$ cat config.mk
export PLATFORM = sky130hd
export DESIGN_NAME = mux48_6in_seq
export DESIGN_NICKNAME = d
export VERILOG_FILES = /design/src/rtl/mux48_6in_seq.sv
export SDC_FILE = /design/constraint.sdc
export NUM_CORES = 1
export LEC_CHECK = 0
export BUFFER_PORTS_ARGS = -buffer_cell sky130_fd_sc_hd__buf_2
export CAP_MARGIN = 20
export CORE_UTILIZATION = 48
export DETAILED_ROUTE_END_ITERATION = 7
export GPL_TIMING_DRIVEN = 0
export PLACE_DENSITY_LB_ADDON = 0.12
export SLEW_MARGIN = 10
export SYNTH_ARGS = -nofsm -noshare
export SYNTH_HDL_FRONTEND = slang
export SYNTH_SLANG_ARGS = --single-unit
$ cat constraint.sdc
create_clock -name clock_i -period 2 [get_ports clock_i]
set_clock_uncertainty 0.15 [all_clocks]
set_input_delay 0.2 -clock clock_i [delete_from_list [all_inputs] [get_ports clock_i]]
set_output_delay 0.2 -clock clock_i [all_outputs]
set_load 0.005 [all_outputs]
$ cat src/rtl/mux48_6in_seq.sv
`default_nettype none
// mux48_6in_seq: steps the select of the 6-input 48-bit mux through a channel mask and
// tags the mux output word with valid/index/last, delayed to match the mux pipeline.
module mux48_6in_seq #(
   parameter int NIN     = 6,
   parameter int SELW    = 3,
   parameter int LATENCY = 2
) (
   input  logic            clock_i,
   input  logic            reset_i,
   input  logic            start_i,
   input  logic [NIN-1:0]  mask_i,
   input  logic            hold_i,
   output logic [SELW-1:0] sel_o,
   output logic            out_valid_o,
   output logic [SELW-1:0] out_idx_o,
   output logic            out_last_o,
   output logic            busy_o,
   output logic            done_o
);

   typedef enum logic [1:0] {
      ST_IDLE  = 2'd0,
      ST_ISSUE = 2'd1,
      ST_DRAIN = 2'd2
   } state_t;

   state_t          state_q, state_d;
   logic [NIN-1:0]  rem_q, rem_d;
   logic [SELW-1:0] sel_q, sel_d;
   logic            iss_v_q, iss_v_d;
   logic [SELW-1:0] iss_idx_q, iss_idx_d;
   logic            iss_last_q, iss_last_d;
   logic            zdone_q, zdone_d;

   logic [LATENCY-1:0] pv_q;
   logic [LATENCY-1:0] pl_q;
   logic [SELW-1:0]    pidx_q [LATENCY];

   logic [NIN-1:0]  src;
   logic [NIN-1:0]  low_onehot;
   logic [NIN-1:0]  rest;
   logic [SELW-1:0] low_idx;
   logic            do_issue;
   logic            drain_end;

   function automatic logic [SELW-1:0] f_lowest(input logic [NIN-1:0] v);
      logic [SELW-1:0] r;
      r = '0;
      for (int i = NIN - 1; i >= 0; i--) begin
         if (v[i]) r = SELW'(i);
      end
      return r;
   endfunction

   // The first channel is issued on the start edge itself, straight from the mask.
   assign src        = (state_q == ST_IDLE) ? mask_i : rem_q;
   assign low_onehot = src & (~src + NIN'(1));
   assign rest       = src & ~low_onehot;
   assign low_idx    = f_lowest(src);
   assign do_issue   = ((state_q == ST_IDLE) && start_i && (mask_i != '0)) ||
                       ((state_q == ST_ISSUE) && !hold_i);
   assign drain_end  = (state_q == ST_DRAIN) && pv_q[LATENCY-1] && pl_q[LATENCY-1];

   always_comb begin
      state_d    = state_q;
      rem_d      = rem_q;
      sel_d      = sel_q;
      iss_v_d    = 1'b0;
      iss_idx_d  = '0;
      iss_last_d = 1'b0;
      zdone_d    = (state_q == ST_IDLE) && start_i && (mask_i == '0);

      if (do_issue) begin
         sel_d      = low_idx;
         iss_v_d    = 1'b1;
         iss_idx_d  = low_idx;
         iss_last_d = (rest == '0);
         rem_d      = rest;
         state_d    = (rest == '0) ? ST_DRAIN : ST_ISSUE;
      end else if (drain_end) begin
         state_d = ST_IDLE;
      end
   end

   always_ff @(posedge clock_i) begin
      if (reset_i) begin
         state_q    <= ST_IDLE;
         rem_q      <= '0;
         sel_q      <= '0;
         iss_v_q    <= 1'b0;
         iss_idx_q  <= '0;
         iss_last_q <= 1'b0;
         zdone_q    <= 1'b0;
         pv_q       <= '0;
         pl_q       <= '0;
         for (int k = 0; k < LATENCY; k++) pidx_q[k] <= '0;
      end else begin
         state_q    <= state_d;
         rem_q      <= rem_d;
         sel_q      <= sel_d;
         iss_v_q    <= iss_v_d;
         iss_idx_q  <= iss_idx_d;
         iss_last_q <= iss_last_d;
         zdone_q    <= zdone_d;
         // Tag pipeline free-runs so hold bubbles stay cycle-aligned with the mux.
         pv_q[0]    <= iss_v_q;
         pl_q[0]    <= iss_last_q;
         pidx_q[0]  <= iss_idx_q;
         for (int k = 1; k < LATENCY; k++) begin
            pv_q[k]   <= pv_q[k-1];
            pl_q[k]   <= pl_q[k-1];
            pidx_q[k] <= pidx_q[k-1];
         end
      end
   end

   assign sel_o       = sel_q;
   assign out_valid_o = pv_q[LATENCY-1];
   assign out_idx_o   = pidx_q[LATENCY-1];
   assign out_last_o  = pl_q[LATENCY-1];
   assign busy_o      = (state_q != ST_IDLE);
   assign done_o      = zdone_q | drain_end;

endmodule
`default_nettype wire

======== After elaboration in Yosys (flattened, before gate mapping) ========
Memories as Yosys holds them, arrays and structs flattened.
Cells that the tools add are included.
word-level totals
  bits in writable memories ............... 6
  memories ................................ 1
  input port bits ......................... 10
  output and inout port bits .............. 10
  register bits ........................... 21
memory list
  memory  words  width  read ports  clocked after Yosys merged registers in  wr ports  RTL line  RTL
  pidx_q  2      3      2           0                                        2         38        logic [SELW-1:0] pidx_q [LATENCY];
cells by class
  bitwise operators ....................... 8
  equal/unequal tests ..................... 2
  reductions and logical operators ........ 15
  $add $sub $neg .......................... 1
  muxes and demuxes ....................... 16
operators by type and width
  kind                                                 number
  2-to-1 mux 3 bit                                     8
  bitwise AND 6 bit                                    2
  zero test 6 bit                                      2
  NOT 6 bit                                            2
  adder 6 x 1 -> 6 bit, second input constant          1
  logical AND 1 bit                                    6
  2-to-1 mux 2 bit                                     3
  2-to-1 mux 6 bit                                     1
  nonzero test 6 bit                                   1
  2-to-1 mux 1 bit                                     4
  nonzero test 2 bit                                   2
  bitwise OR 1 bit                                     3
  equality test 2 x 1 -> 1 bit, second input constant  1
  equality test 2 bit, second input constant           1
  zero test 2 bit                                      1
  OR reduction 2 bit                                   1
  zero test 1 bit                                      1
  logical OR 1 bit                                     1
  NOT 1 bit                                            1

======== Longest topological paths before layout ========
Gate-level depths: netlist (run 1).
  word-level depth ........................ 10
  mapped depth ............................ 7

======== Least setup slack after synthesis (run 1) ========
OpenSTA, ideal clock, no wires.
  path kind ............................... register to register
  from .................................... reg state_q[1]
  to ...................................... reg state_q[0]
  stages on the path, launching flop included .. 7
  arrival ................................. 1.588 ns
  setup slack ............................. 0.143 ns
  setup time .............................. 0.119 ns
  cell sequence ........................... dfxtp_1 -> buf_4 -> or4_4 -> o31ai_4 -> a31o_4 -> o211ai_2 -> o221a_1
between the ends
  word-level cells in the longest chain between the ends .. 10
  elaborated cells on any way between the ends .. 19
ends and longest elaborated chain
  what                    RTL line  RTL
  start, declared         28        state_t state_q, state_d;
  start signal, assigned  99        state_q <= state_d;
  zero test 2 bit         57, 61
  2-to-1 mux 6 bit        57        assign src = (state_q == ST_IDLE) ? mask_i : rem_q;
  NOT 6 bit               58        assign low_onehot = src & (~src + NIN'(1));
  adder 6 x 1 -> 6 bit    58
  bitwise AND 6 bit       58
  NOT 6 bit               59        assign rest = src & ~low_onehot;
  bitwise AND 6 bit       59
  zero test 6 bit         80        state_d = (rest == '0) ? ST_DRAIN : ST_ISSUE;
  2-to-1 mux 2 bit        80
  2-to-1 mux 2 bit        74        if (do_issue) begin
Parallel ways exist; a longest one is shown, timed or not.
A chain may end at the register's enable or synchronous reset.

======== Worst setup path after layout (run 1) ========
  from .................................... reg state_q[0]
  to ...................................... reg state_q[0]
The elaborated chain is that of the path after synthesis.

==> results by group, run 1 <==
Worst setup path
  • Required time worst endpoint: ~2100 ps
  • Worst setup EP type: register
  • Worst flop-to-flop path endpoint: state_q[0]
  • Critical path data arrival time: 2010 ps
  • Length in cells of the worst reg-to-reg path: 6
  • Reg2reg start: state_q[0]
  • Critical path capture point: state_q[0]
  • Launching element type of the critical path: register
  • Type of the setup path with the least slack: register to register
  • Launch point of the critical path: state_q[0]
  • Slack of the worst reg-to-reg path: around 67 ps
  • Maximum fanout along the worst path: 10

Yosys
  • Register area share after synthesis: between 40 and 50%
  • Cells after Synth: 119
  • Area share of the leading cell type in the synthesized netlist: 44.30%
  • Library cell with the largest summed area after synthesis: sky130_fd_sc_hd__dfxtp_1
  • Synthesis warning total: 0
  • Seq cells post-synth: 26
  • Syn Nets: about 130
  • Combined area of all synthesized cells: 1175 sq um
  • Yosys cell types: 39
  • Synthesized area divided by synthesized cell count: 9.873 sq um
  • Cells taking the most area after synthesis: sky130_fd_sc_hd__dfxtp_1 (44%), sky130_fd_sc_hd__mux2i_1 (6.8%), sky130_fd_sc_hd__nor2b_1 (5.3%), sky130_fd_sc_hd__nor2_1 (4.8%), sky130_fd_sc_hd__o31ai_4 (3.6%)

GRT
  • Maximum number of pins on one net before global-route repair: 16
  • Initial antenna violation count: 0
  • Global routing usage summed across all routing layers: 19.45%
  • Global-route wire length before repair: 3822 um
  • Gr ovfl total: 0
  • Vias in the first global route: around 930

Status
  • Status: finished, final reports clean

Route
  • Total Routed Length: approximately 2200 um
  • Count of antenna-violating nets left after detailed routing: 0
  • Via count normalized by instance count: 5.324
  • DRT Pass-1 Iters: 4
  • Vias: between 900 and 1k
  • Number of violations reported at the end of detailed-routing iteration 0: 27
  • Residual DRC count: 0
  • Per-cell routed wire length: approximately 13 um

Clock network
  • Root buffer cell: sky130_fd_sc_hd__clkbuf_4
  • Maximum buffer depth of the clock tree: 2
  • Clock latency reported for the late side of the worst-skew pair: 320 ps
  • H-tree Lvls: 1
  • Clock slew at reported path FFs: approximately 140 ps
  • TritonCTS Buffers: 3
  • Clock Sink Count: 26
  • Clock tree from TritonCTS: done

Layout
  • Share of layout cells above drive strength 1: a little under a third
  • Antenna diode count: 0
  • Area overhead of the layout relative to synthesis: 20.34%
  • Net total in the final layout: around 160
  • Final design area excluding fillers: ~1400 sq um
  • Count of fill cells added during filler insertion: 203
  • Seq. cell area: 520.5 sq um
  • Total area of multi-input combinational cells: 571.8 sq um

Timing
  • Final-report hold violation count: 0
  • Final-layout setup total negative slack: 0 ps
  • Highest attainable clock frequency: 0.5173 GHz
  • Slew @ Worst Pin: around 500 ps
  • RSZ-0062 raised after global routing: no
  • Pins Over Slew Limit: 0
  • Final setup vio count: 0
  • Final worst setup slack: ~67 ps
  • Headroom to the max-slew limit: 67.41%
  • Post-route clock period utilization: 96.65%
  • Final critical-path required period: a little under 2000 ps

Floorplanning
  • Io pins: 20
  • # rows: 17
  • Core region area: 2255 sq um
  • Horiz. Die Dim: around 51 um
  • Die Span Y: between 50 and 60 um
  • Area enclosed by the die boundary: approximately 2600 sq um
  • Initial Utilization: a little over half

Place
  • Placement Cell Area: 1305 sq um
  • GPL Wtd Cong: around 0.91
  • Placement Setup Slack: about 55 ps
  • Number of I/O port buffers: 19
  • Dpl hpwl: about 1600 um

Pwr
  • Cell leakage power: about 0.63 nW
  • Power per Cell Area: 1250 nW/um^2
  • Maximum resistive drop on vdd: 0.7682 mV

Hold path
  • Kind of path behind the tightest hold check: input port to register
  • Worst hold stages: 3

Flow run
  • Max-cap violations: 0
[state kept, by name, summed over array words and instances (netlist names)]
register    count
pidx_q          6
rem_q           5
iss_idx_q       3
sel_o           3
pl_q            2
pv_q            2
state_q         2
iss_last_q      1
iss_v_q         1
zdone_q         1
[where the power goes]
part / total [mW] / leakage [nW] / internal [mW] / switching, mW
Combinational: 0.768 / 0.392 / 0.359 / 0.409
Clock: 0.359 / 0.0279 / 0.203 / 0.156
Sequential: 0.640 / 0.212 / 0.599 / 0.0411
Total: 1.77 / 0.632 / 1.16 / 0.606
[per-layer routing]
layer	global-route usage (%)	routed length (um)	up-vias
met5	0	0	-
met2	33.55	1143	17
met3	2.976	56	4
li1	-	-	470
met1	22.67	993	446
met4	10.81	29	0
[worst min path at each step]
stage                       startpoint      endpoint  slack [ps]
final                        mask_i[0]  iss_idx_q[0]         130
after global routing         mask_i[0]  iss_idx_q[0]         150
after CTS                    mask_i[0]  iss_idx_q[0]         120
after detailed placement  pidx_q[0][2]  pidx_q[0][5]         270
after global placement    pidx_q[0][1]  pidx_q[0][4]         270
after floorplan                reset_i  pidx_q[0][0]         120
[synthesized netlist by cell type, drive strengths merged]
library cell	count
dfxtp	26
nor2	16
nor2b	10
mux2i	8
nand2	8
inv	7
buf	6
o21ai	4
a21oi	3
nand3	3
o22ai	3
o31ai	3
nor3	2
o211ai	2
or4	2
a21boi	1
a21o	1
a31o	1
a32o	1
and2	1
clkbuf	1
mux2	1
nand2b	1
nand4	1
nor3b	1
nor4	1
o2111ai	1
o21a	1
o221a	1
o32ai	1
or3b	1
[kinds of logic (layout without fill, tap and decap cells)]
kind of cell	count (synthesis)	in the layout	synth area share, %
and+or+nand+nor	47	47	22.79
DFF	26	26	44.30
AOI/OAI and AO/OA	23	23	18.11
buffers and inverters	14	43	7.028
muxes	9	9	7.774
[metrics by stage]
stage	utilization, %	hold slack [ps]	power [mW]	instances
2_1_floorplan	-	121.6	1.200	119
3_3_place_gp	57.88	267.9	1.340	166
3_5_place_dp	57.88	274.2	1.348	166
4_1_cts	61.54	122.0	1.707	173
5_1_grt	62.71	151.8	1.885	176
6_report	62.71	132.2	1.767	176
[repair_timing]
item / CTS / global route
hold endpoints to repair: 8 / 0
endpoints found under the setup margin: 0 / 3
setup buffers: 0 / 3
gates resized for setup: 0 / 2
hold buffers: 3 / 0
[cell type report]
type                            count  area share (%)
Multi-Input combinational cell     79           40.44
Buffer                              7           4.248
Inverter                            7           1.858
Timing Repair Buffer               25           10.44
Sequential cell                    26           36.81
Tap cell                           28           2.478
Clock buffer                        3           1.593
Clock inverter                      1           2.124
[critical path: stages (launching register included)]
cell                       delay (ps)
sky130_fd_sc_hd__dfxtp_1          340
sky130_fd_sc_hd__buf_6            140
sky130_fd_sc_hd__or4_4            550
sky130_fd_sc_hd__o31ai_4          100
sky130_fd_sc_hd__a31o_4           200
sky130_fd_sc_hd__o211ai_2         120
sky130_fd_sc_hd__o221a_1          250
[layout by cell type, fill, tap and decap left out, types with 2 or more instances in the layout]
| cell | n |
|---|---|
| sky130_fd_sc_hd__buf_2 | 19 |
| sky130_fd_sc_hd__a21oi_1 | 2 |
| sky130_fd_sc_hd__mux2i_1 | 8 |
| sky130_fd_sc_hd__o22ai_1 | 2 |
| sky130_fd_sc_hd__nor2b_1 | 10 |
| sky130_fd_sc_hd__nand2_1 | 7 |
| sky130_fd_sc_hd__buf_4 | 6 |
| sky130_fd_sc_hd__dfxtp_1 | 26 |
| sky130_fd_sc_hd__nor3_1 | 2 |
| sky130_fd_sc_hd__inv_1 | 6 |
| sky130_fd_sc_hd__nand3_1 | 3 |
| sky130_fd_sc_hd__dlygate4sd3_1 | 3 |
| sky130_fd_sc_hd__or4_4 | 2 |
| sky130_fd_sc_hd__o31ai_4 | 2 |
| sky130_fd_sc_hd__o21ai_0 | 3 |
| sky130_fd_sc_hd__buf_6 | 3 |
| sky130_fd_sc_hd__clkbuf_4 | 3 |
| sky130_fd_sc_hd__nor2_1 | 15 |
Note: power is estimated with default switching activity, not from simulation.
==> inputs of run 2 (changes only) <==
--- a/config.mk
+++ b/config.mk
@@ -7,7 +7,7 @@
 export LEC_CHECK = 0
 export BUFFER_PORTS_ARGS = -buffer_cell sky130_fd_sc_hd__buf_2
 export CAP_MARGIN = 20
-export CORE_UTILIZATION = 48
+export CORE_UTILIZATION = 55
 export DETAILED_ROUTE_END_ITERATION = 7
 export GPL_TIMING_DRIVEN = 0
 export PLACE_DENSITY_LB_ADDON = 0.12
==> constraint.sdc (replaced) <==
create_clock -name clock_i -period 2.27 [get_ports clock_i]
set_clock_uncertainty 0.15 [all_clocks]
set_input_delay 0.227 -clock clock_i [delete_from_list [all_inputs] [get_ports clock_i]]
set_output_delay 0.227 -clock clock_i [all_outputs]
set_load 0.005 [all_outputs]
==> run 2 against run 1 <==
Count of clock-buffer cells in the layout did not move. Register-to-register slack better by 240 ps. Sequential power shrank 12%. Via count is 4.4% lower. Hold slack got worse by 110 ps. Fmax decreased by 1.6%. Die area decreased by 12%. Worst setup slack better by 240 ps. Total power is 16% lower. Utilization is 6.7 points higher. Highest routed layer unchanged. Critical path depth unchanged. Largest power group unchanged. Critical path type unchanged.
==> results by group, run 2 (synthesis results as in run 1) <==
Clock network
  • Clock slew at reported path FFs: 140 ps (about the same)
  • TritonCTS Buffers: 3 (unchanged)
  • H-tree Lvls: 1 (unchanged)
  • Root buffer cell: sky130_fd_sc_hd__clkbuf_4 (unchanged)
  • Post-cts resize count: 0 (unchanged)
  • Clock tree from TritonCTS: done (unchanged)
  • Clock Sink Count: 26 (unchanged)
  • Post-CTS setup buffer count: 0 (unchanged)
  • Clock latency reported for the late side of the worst-skew pair: 320 ps (about the same)
  • Maximum buffer depth of the clock tree: 2 (unchanged)
  • CTS Hold Bufs: 2 (was 3)

Floorplanning
  • Horiz. Die Dim: 48.22 um (was 51.48 um)
  • Io pins: 20 (unchanged)
  • Initial Utilization: 59.28% (was 52.11%)
  • Area enclosed by the die boundary: 2325 sq um (was 2650 sq um)
  • Core region area: 1982 sq um (was 2255 sq um)
  • Die Span Y: 48.22 um (was 51.48 um)
  • # rows: 16 (was 17)

Pwr
  • Maximum resistive drop on vdd: 0.5853 mV (was 0.7682 mV)
  • Power per Cell Area: 1084 nW/um^2 (was 1250 nW/um^2)
  • Cell leakage power: 0.6119 nW (was 0.6318 nW)
  • Overall power consumption: 1.491 mW (was 1.767 mW)

Layout
  • Top reg by flops: pidx_q (unchanged)
  • Largest register FFs: 6 (unchanged)
  • Net total in the final layout: 155 (was 159)
  • Antenna diode count: 0 (unchanged)
  • Post-layout instance count excluding filler cells: 171 (was 176)
  • Count of fill cells added during filler insertion: 167 (was 203)
  • Leading cell type in the layout, fill and taps excluded: sky130_fd_sc_hd__dfxtp_1 (unchanged)
  • Area overhead of the layout relative to synthesis: 17.15% (was 20.34%)
  • Top Registers: pidx_q x6, rem_q x5 (unchanged)
  • Commonest non-fill, non-tap cells in the layout: sky130_fd_sc_hd__dfxtp_1 (26), sky130_fd_sc_hd__buf_2 (19), sky130_fd_sc_hd__nor2_1 (15) (unchanged)
  • Share of layout cells above drive strength 1: 29.86% (was 31.08%)

Place
  • Number of placed instances, taps included: 165 (was 166)
  • Dpl hpwl: 1544 um (was 1571 um)
  • Number of I/O port buffers: 19 (unchanged)
  • GPL Wtd Cong: 0.8815 (was 0.9083)

Route
  • Total Routed Length: 2058 um (was 2223 um)
  • DRT Pass-1 Iters: 4 (unchanged)
  • Count of antenna-violating nets left after detailed routing: 0 (unchanged)
  • Number of violations reported at the end of detailed-routing iteration 0: 26 (was 27)
  • Vias: 896 (was 937)
  • Per-cell routed wire length: 12.04 um (was 12.63 um)
  • Via count normalized by instance count: 5.240 (was 5.324)
  • Residual DRC count: 0 (unchanged)

Worst setup path
  • Gate family responsible for the most delay along the worst path: compound AO/OA/AOI/OAI gates (unchanged)
  • Slowest CP cell: sky130_fd_sc_hd__or4_4 (unchanged)
  • Worst setup EP type: register (unchanged)
  • Launching element type of the critical path: register (unchanged)
  • Number of cells on the critical path: 6 (unchanged)
  • Required time worst endpoint: 2350 ps (was 2080 ps)
  • Critical path data arrival time: 2040 ps (was 2010 ps)
  • Maximum fanout along the worst path: 10 (unchanged)
  • Count of buffer and inverter cells on the critical path: 1 (unchanged)
  • Type of the setup path with the least slack: register to register (unchanged)
  • CP cell instances: buf_4 -> or4_4 -> o31ai_4 -> a31o_4 -> o211ai_2 -> o221a_1 (was buf_6 -> or4_4 -> o31ai_4 -> a31o_4 -> o211ai_2 -> o221a_1)
  • Highest cell delay on the worst timing path: 530 ps (was 550 ps)
  • Length in cells of the worst reg-to-reg path: 6 (unchanged)

Timing
  • Final critical-path required period: 1963 ps (was 1933 ps)
  • Final setup vio count: 0 (unchanged)
  • RSZ-0062 raised after global routing: no (unchanged)
  • Pins Over Slew Limit: 0 (unchanged)
  • Headroom to the max-slew limit: 68.97% (was 67.41%)
  • Final-layout setup total negative slack: 0 ps (unchanged)
  • Highest attainable clock frequency: 0.5093 GHz (was 0.5173 GHz)
  • Slew @ Worst Pin: 465.4 ps (was 488.8 ps)
  • Final-report hold violation count: 0 (unchanged)
  • Post-route clock period utilization: 86.50% (was 96.65%)

GRT
  • Maximum number of pins on one net before global-route repair: 16 (unchanged)
  • Global routing usage summed across all routing layers: 20.11% (was 19.45%)
  • Initial antenna violation count: 0 (unchanged)
  • Gr ovfl total: 0 (unchanged)
  • Global-route wire length before repair: 3229 um (was 3822 um)
  • Vias in the first global route: 799 (was 934)

Flow run
  • Max-cap violations: 0 (unchanged)

Hold path
  • Kind of path behind the tightest hold check: input port to register (unchanged)
  • Worst hold stages: 2 (was 3)

Status
  • Status: finished, final reports clean (unchanged)
-- run 2: cell types whose count changed in the layout (fill, tap and decap cells not counted) --
| cell | change |
|---|---|
| sky130_fd_sc_hd__o21ai_1 | -1 |
| sky130_fd_sc_hd__o21ai_0 | +1 |
| sky130_fd_sc_hd__buf_4 | -2 |
| sky130_fd_sc_hd__dlygate4sd3_1 | -1 |
| sky130_fd_sc_hd__buf_6 | -1 |
-- run 2: layer usage --
layer / global-route usage [%] / vias up / wire [um]
li1: - / 461 / -
met1: 24.60 / 415 / 969
met2: 33.07 / 18 / 991
met3: 4.074 / 2 / 83
met4: 10.56 / 0 / 13
met5: 0 / - / 0
-- run 2: power breakdown --
group          internal, mW  switching [mW]  leakage, nW  total [mW]
logic                 0.273           0.341        0.372       0.614
registers             0.528          0.0357        0.212       0.563
clock network         0.178           0.135       0.0279       0.314
-- run 2: through the flow --
stage          setup slack (ps)  hold slack (ps)  instance area (sq um)  utilization (%)
2_1_floorplan             413.1            148.6                   1175                -
3_3_place_gp              327.6            267.0                   1304            65.78
3_5_place_dp              308.1            270.4                   1304            65.78
4_1_cts                   304.3            7.542                   1376            69.44
5_1_grt                   213.6            27.77                   1376            69.44
6_report                  306.6            19.46                   1376            69.44
-- run 2: path summary, 6_finish.rpt --
kind / from / to / slack (ps)
worst min-delay path: reset_i / pl_q[0] / 20
worst max-delay path: state_q[1] / state_q[0] / 310
worst max register to register: state_q[1] / state_q[0] / 310
worst min register to register: iss_last_q / pl_q[0] / 300
-- run 2: layout make-up --
type                       instances  area, sq um  area share (%)
multi-input combinational         79        571.8           41.55
sequential                        26        520.5           37.82
timing repair buffer              21        115.1           8.364
buffer                             7        56.30           4.091
tap                               27        33.78           2.455
clock inverter                     1        30.03           2.182
inverter                           7        26.28           1.909
clock buffer                       3        22.52           1.636
==> inputs of run 3 (changes only) <==
--- a/config.mk
+++ b/config.mk
@@ -7,10 +7,11 @@
 export LEC_CHECK = 0
 export BUFFER_PORTS_ARGS = -buffer_cell sky130_fd_sc_hd__buf_2
 export CAP_MARGIN = 20
-export CORE_UTILIZATION = 55
+export CORE_UTILIZATION = 58
 export DETAILED_ROUTE_END_ITERATION = 7
 export GPL_TIMING_DRIVEN = 0
 export PLACE_DENSITY_LB_ADDON = 0.12
+export SKIP_LAST_GASP = 1
 export SLEW_MARGIN = 10
 export SYNTH_ARGS = -nofsm -noshare
 export SYNTH_HDL_FRONTEND = slang
==> run 3 against run 2 <==
Register-to-register slack about the same. Sequential share of layout area up 0.069 points. Non-clock buffer count unchanged. Critical path type unchanged. Sequential power about the same. Critical endpoint unchanged. Largest power group unchanged.
==> results by group, run 3 (synthesis results as in run 1) <==
Floorplanning
  • Area enclosed by the die boundary: 2209 sq um (was 2325 sq um)
  • Die Span Y: 47.01 um (was 48.22 um)
  • Core region area: 1821 sq um (was 1982 sq um)
  • Io pins: 20 (unchanged)
  • # rows: 15 (was 16)
  • Horiz. Die Dim: 47.01 um (was 48.22 um)
  • Initial Utilization: 64.54% (was 59.28%)

Timing
  • Final-layout setup total negative slack: 0 ps (unchanged)
  • Final hold slack: 11.43 ps (was 19.46 ps)
  • Highest attainable clock frequency: 0.5109 GHz (was 0.5093 GHz)
  • RSZ-0062 raised after global routing: no (unchanged)
  • Final setup vio count: 0 (unchanged)
  • Headroom to the max-slew limit: 69.27% (was 68.97%)
  • Post-route clock period utilization: 86.23% (was 86.50%)
  • Pins Over Slew Limit: 0 (unchanged)
  • Final-report hold violation count: 0 (unchanged)
  • Slew @ Worst Pin: 461.0 ps (was 465.4 ps)
  • Final critical-path required period: 1957 ps (was 1963 ps)

Worst setup path
  • Slack of the worst reg-to-reg path: 310 ps (about the same)
  • Maximum fanout along the worst path: 10 (unchanged)
  • Required time worst endpoint: 2350 ps (about the same)
  • Launching element type of the critical path: register (unchanged)
  • Worst flop-to-flop path endpoint: state_q[0] (unchanged)
  • Critical path data arrival time: 2040 ps (about the same)
  • Launch point of the critical path: state_q[1] (unchanged)
  • Critical path capture point: state_q[0] (unchanged)
  • Length in cells of the worst reg-to-reg path: 6 (unchanged)
  • Reg2reg start: state_q[1] (unchanged)
  • Type of the setup path with the least slack: register to register (unchanged)
  • Worst setup EP type: register (unchanged)

GRT
  • Vias in the first global route: 839 (was 799)
  • Global routing usage summed across all routing layers: 22.81% (was 20.11%)
  • Gr ovfl total: 0 (unchanged)
  • Global-route wire length before repair: 3463 um (was 3229 um)
  • Maximum number of pins on one net before global-route repair: 16 (unchanged)
  • Initial antenna violation count: 0 (unchanged)

Layout
  • Share of layout cells above drive strength 1: 29.86% (unchanged)
  • Top reg by flops: pidx_q (unchanged)
  • Count of fill cells added during filler insertion: 144 (was 167)
  • Commonest non-fill, non-tap cells in the layout: sky130_fd_sc_hd__dfxtp_1 (26), sky130_fd_sc_hd__buf_2 (19), sky130_fd_sc_hd__nor2_1 (15) (unchanged)
  • Area overhead of the layout relative to synthesis: 16.93% (was 17.15%)
  • Largest register FFs: 6 (unchanged)
  • Leading cell type in the layout, fill and taps excluded: sky130_fd_sc_hd__dfxtp_1 (unchanged)
  • Top Registers: pidx_q x6, rem_q x5 (unchanged)
  • Antenna diode count: 0 (unchanged)
  • Net total in the final layout: 155 (unchanged)

Hold path
  • Kind of path behind the tightest hold check: input port to register (unchanged)

Pwr
  • Cell leakage power: 0.6119 nW (unchanged)
  • Maximum resistive drop on vdd: 0.7538 mV (was 0.5853 mV)
  • Power per Cell Area: 1085 nW/um^2 (was 1084 nW/um^2)

Clock network
  • Clock slew at reported path FFs: 140 ps (about the same)
  • Root buffer cell: sky130_fd_sc_hd__clkbuf_4 (unchanged)
  • Maximum buffer depth of the clock tree: 2 (unchanged)
  • Clock Sink Count: 26 (unchanged)
  • Clock tree from TritonCTS: done (unchanged)
  • CTS Hold Bufs: 2 (unchanged)
  • H-tree Lvls: 1 (unchanged)
  • TritonCTS Buffers: 3 (unchanged)
  • Clock latency reported for the late side of the worst-skew pair: 320 ps (about the same)
  • Post-cts resize count: 0 (unchanged)
  • Post-CTS setup buffer count: 0 (unchanged)

Route
  • Routed wire length on met3: 91 um (was 83 um)
  • Number of violations reported at the end of detailed-routing iteration 0: 12 (was 26)
  • Routed length on met1: 891 um (was 969 um)
  • Via count normalized by instance count: 5.556 (was 5.240)
  • Routed wire length on met2: 1066 um (was 991 um)
  • Top routing layer in use: met4 (unchanged)
  • Vias: 939 (was 896)
  • DRT Pass-1 Iters: 4 (unchanged)
  • Count of antenna-violating nets left after detailed routing: 0 (unchanged)
  • Residual DRC count: 0 (unchanged)
  • Total Routed Length: 2101 um (was 2058 um)
  • Per-cell routed wire length: 12.43 um (was 12.04 um)

Place
  • Dpl hpwl: 1579 um (was 1544 um)
  • Number of I/O port buffers: 19 (unchanged)
  • GPL Wtd Cong: 0.8875 (was 0.8815)

Status
  • Status: finished, final reports clean (unchanged)

Flow run
  • Max-cap violations: 0 (unchanged)
[run 3: through the flow]
step | utilization (%) | std cells | worst slack, ps | instance area (sq um) | total power, mW
2_1_floorplan | - | 119 | 413.1 | 1175 | 1.057
6_report | 75.46 | 169 | 312.6 | 1374 | 1.490
4_1_cts | 75.46 | 169 | 308.7 | 1374 | 1.497
5_1_grt | 75.46 | 169 | 253.2 | 1374 | 1.577
3_3_place_gp | 71.48 | 163 | 328.4 | 1301 | 1.173
3_5_place_dp | 71.48 | 163 | 312.5 | 1301 | 1.186
[run 3: worst max-delay path: stages, from the launching register on]
cell and delay, ps:
sky130_fd_sc_hd__dfxtp_1 320, sky130_fd_sc_hd__buf_4 170, sky130_fd_sc_hd__or4_4 540, sky130_fd_sc_hd__o31ai_4 110, sky130_fd_sc_hd__a31o_4 210, sky130_fd_sc_hd__o211ai_2 110
sky130_fd_sc_hd__o221a_1 250
[run 3: cell type report]
| type | count | area (sq um) | share of cell area [%] |
|---|---|---|---|
| multi-input cells | 79 | 571.8 | 41.62 |
| flip-flops and latches | 26 | 520.5 | 37.89 |
| repair buffers | 21 | 115.1 | 8.379 |
| plain buffers | 7 | 56.30 | 4.098 |
| well taps | 25 | 31.28 | 2.277 |
| clock inverters | 1 | 30.03 | 2.186 |
| inverters | 7 | 26.28 | 1.913 |
| clock buffers | 3 | 22.52 | 1.639 |
[run 3: how the worst min path moves through the flow]
stage,from,end,slack [ps],cells past startpoint
2_1_floorplan,reset_i,pidx_q[0][0],150,1
3_3_place_gp,pidx_q[0][1],pidx_q[0][4],270,1
3_5_place_dp,iss_last_q,pl_q[0],270,1
4_1_cts,reset_i,pl_q[0],10,2
5_1_grt,reset_i,pidx_q[0][1],10,2
6_report,reset_i,pl_q[0],10,2
[run 3: layer usage]
metal / vias up / global-route usage (%)
met5: - / 0
met4: 0 / 10.29
met3: 8 / 5.000
met2: 31 / 40.56
met1: 438 / 26.01
li1: 462 / -
[run 3: power breakdown]
group	switching (mW)	total, mW	internal [mW]	leakage (nW)
clock network	0.132	0.311	0.179	0.0279
logic	0.342	0.615	0.274	0.372
registers	0.0363	0.564	0.528	0.212
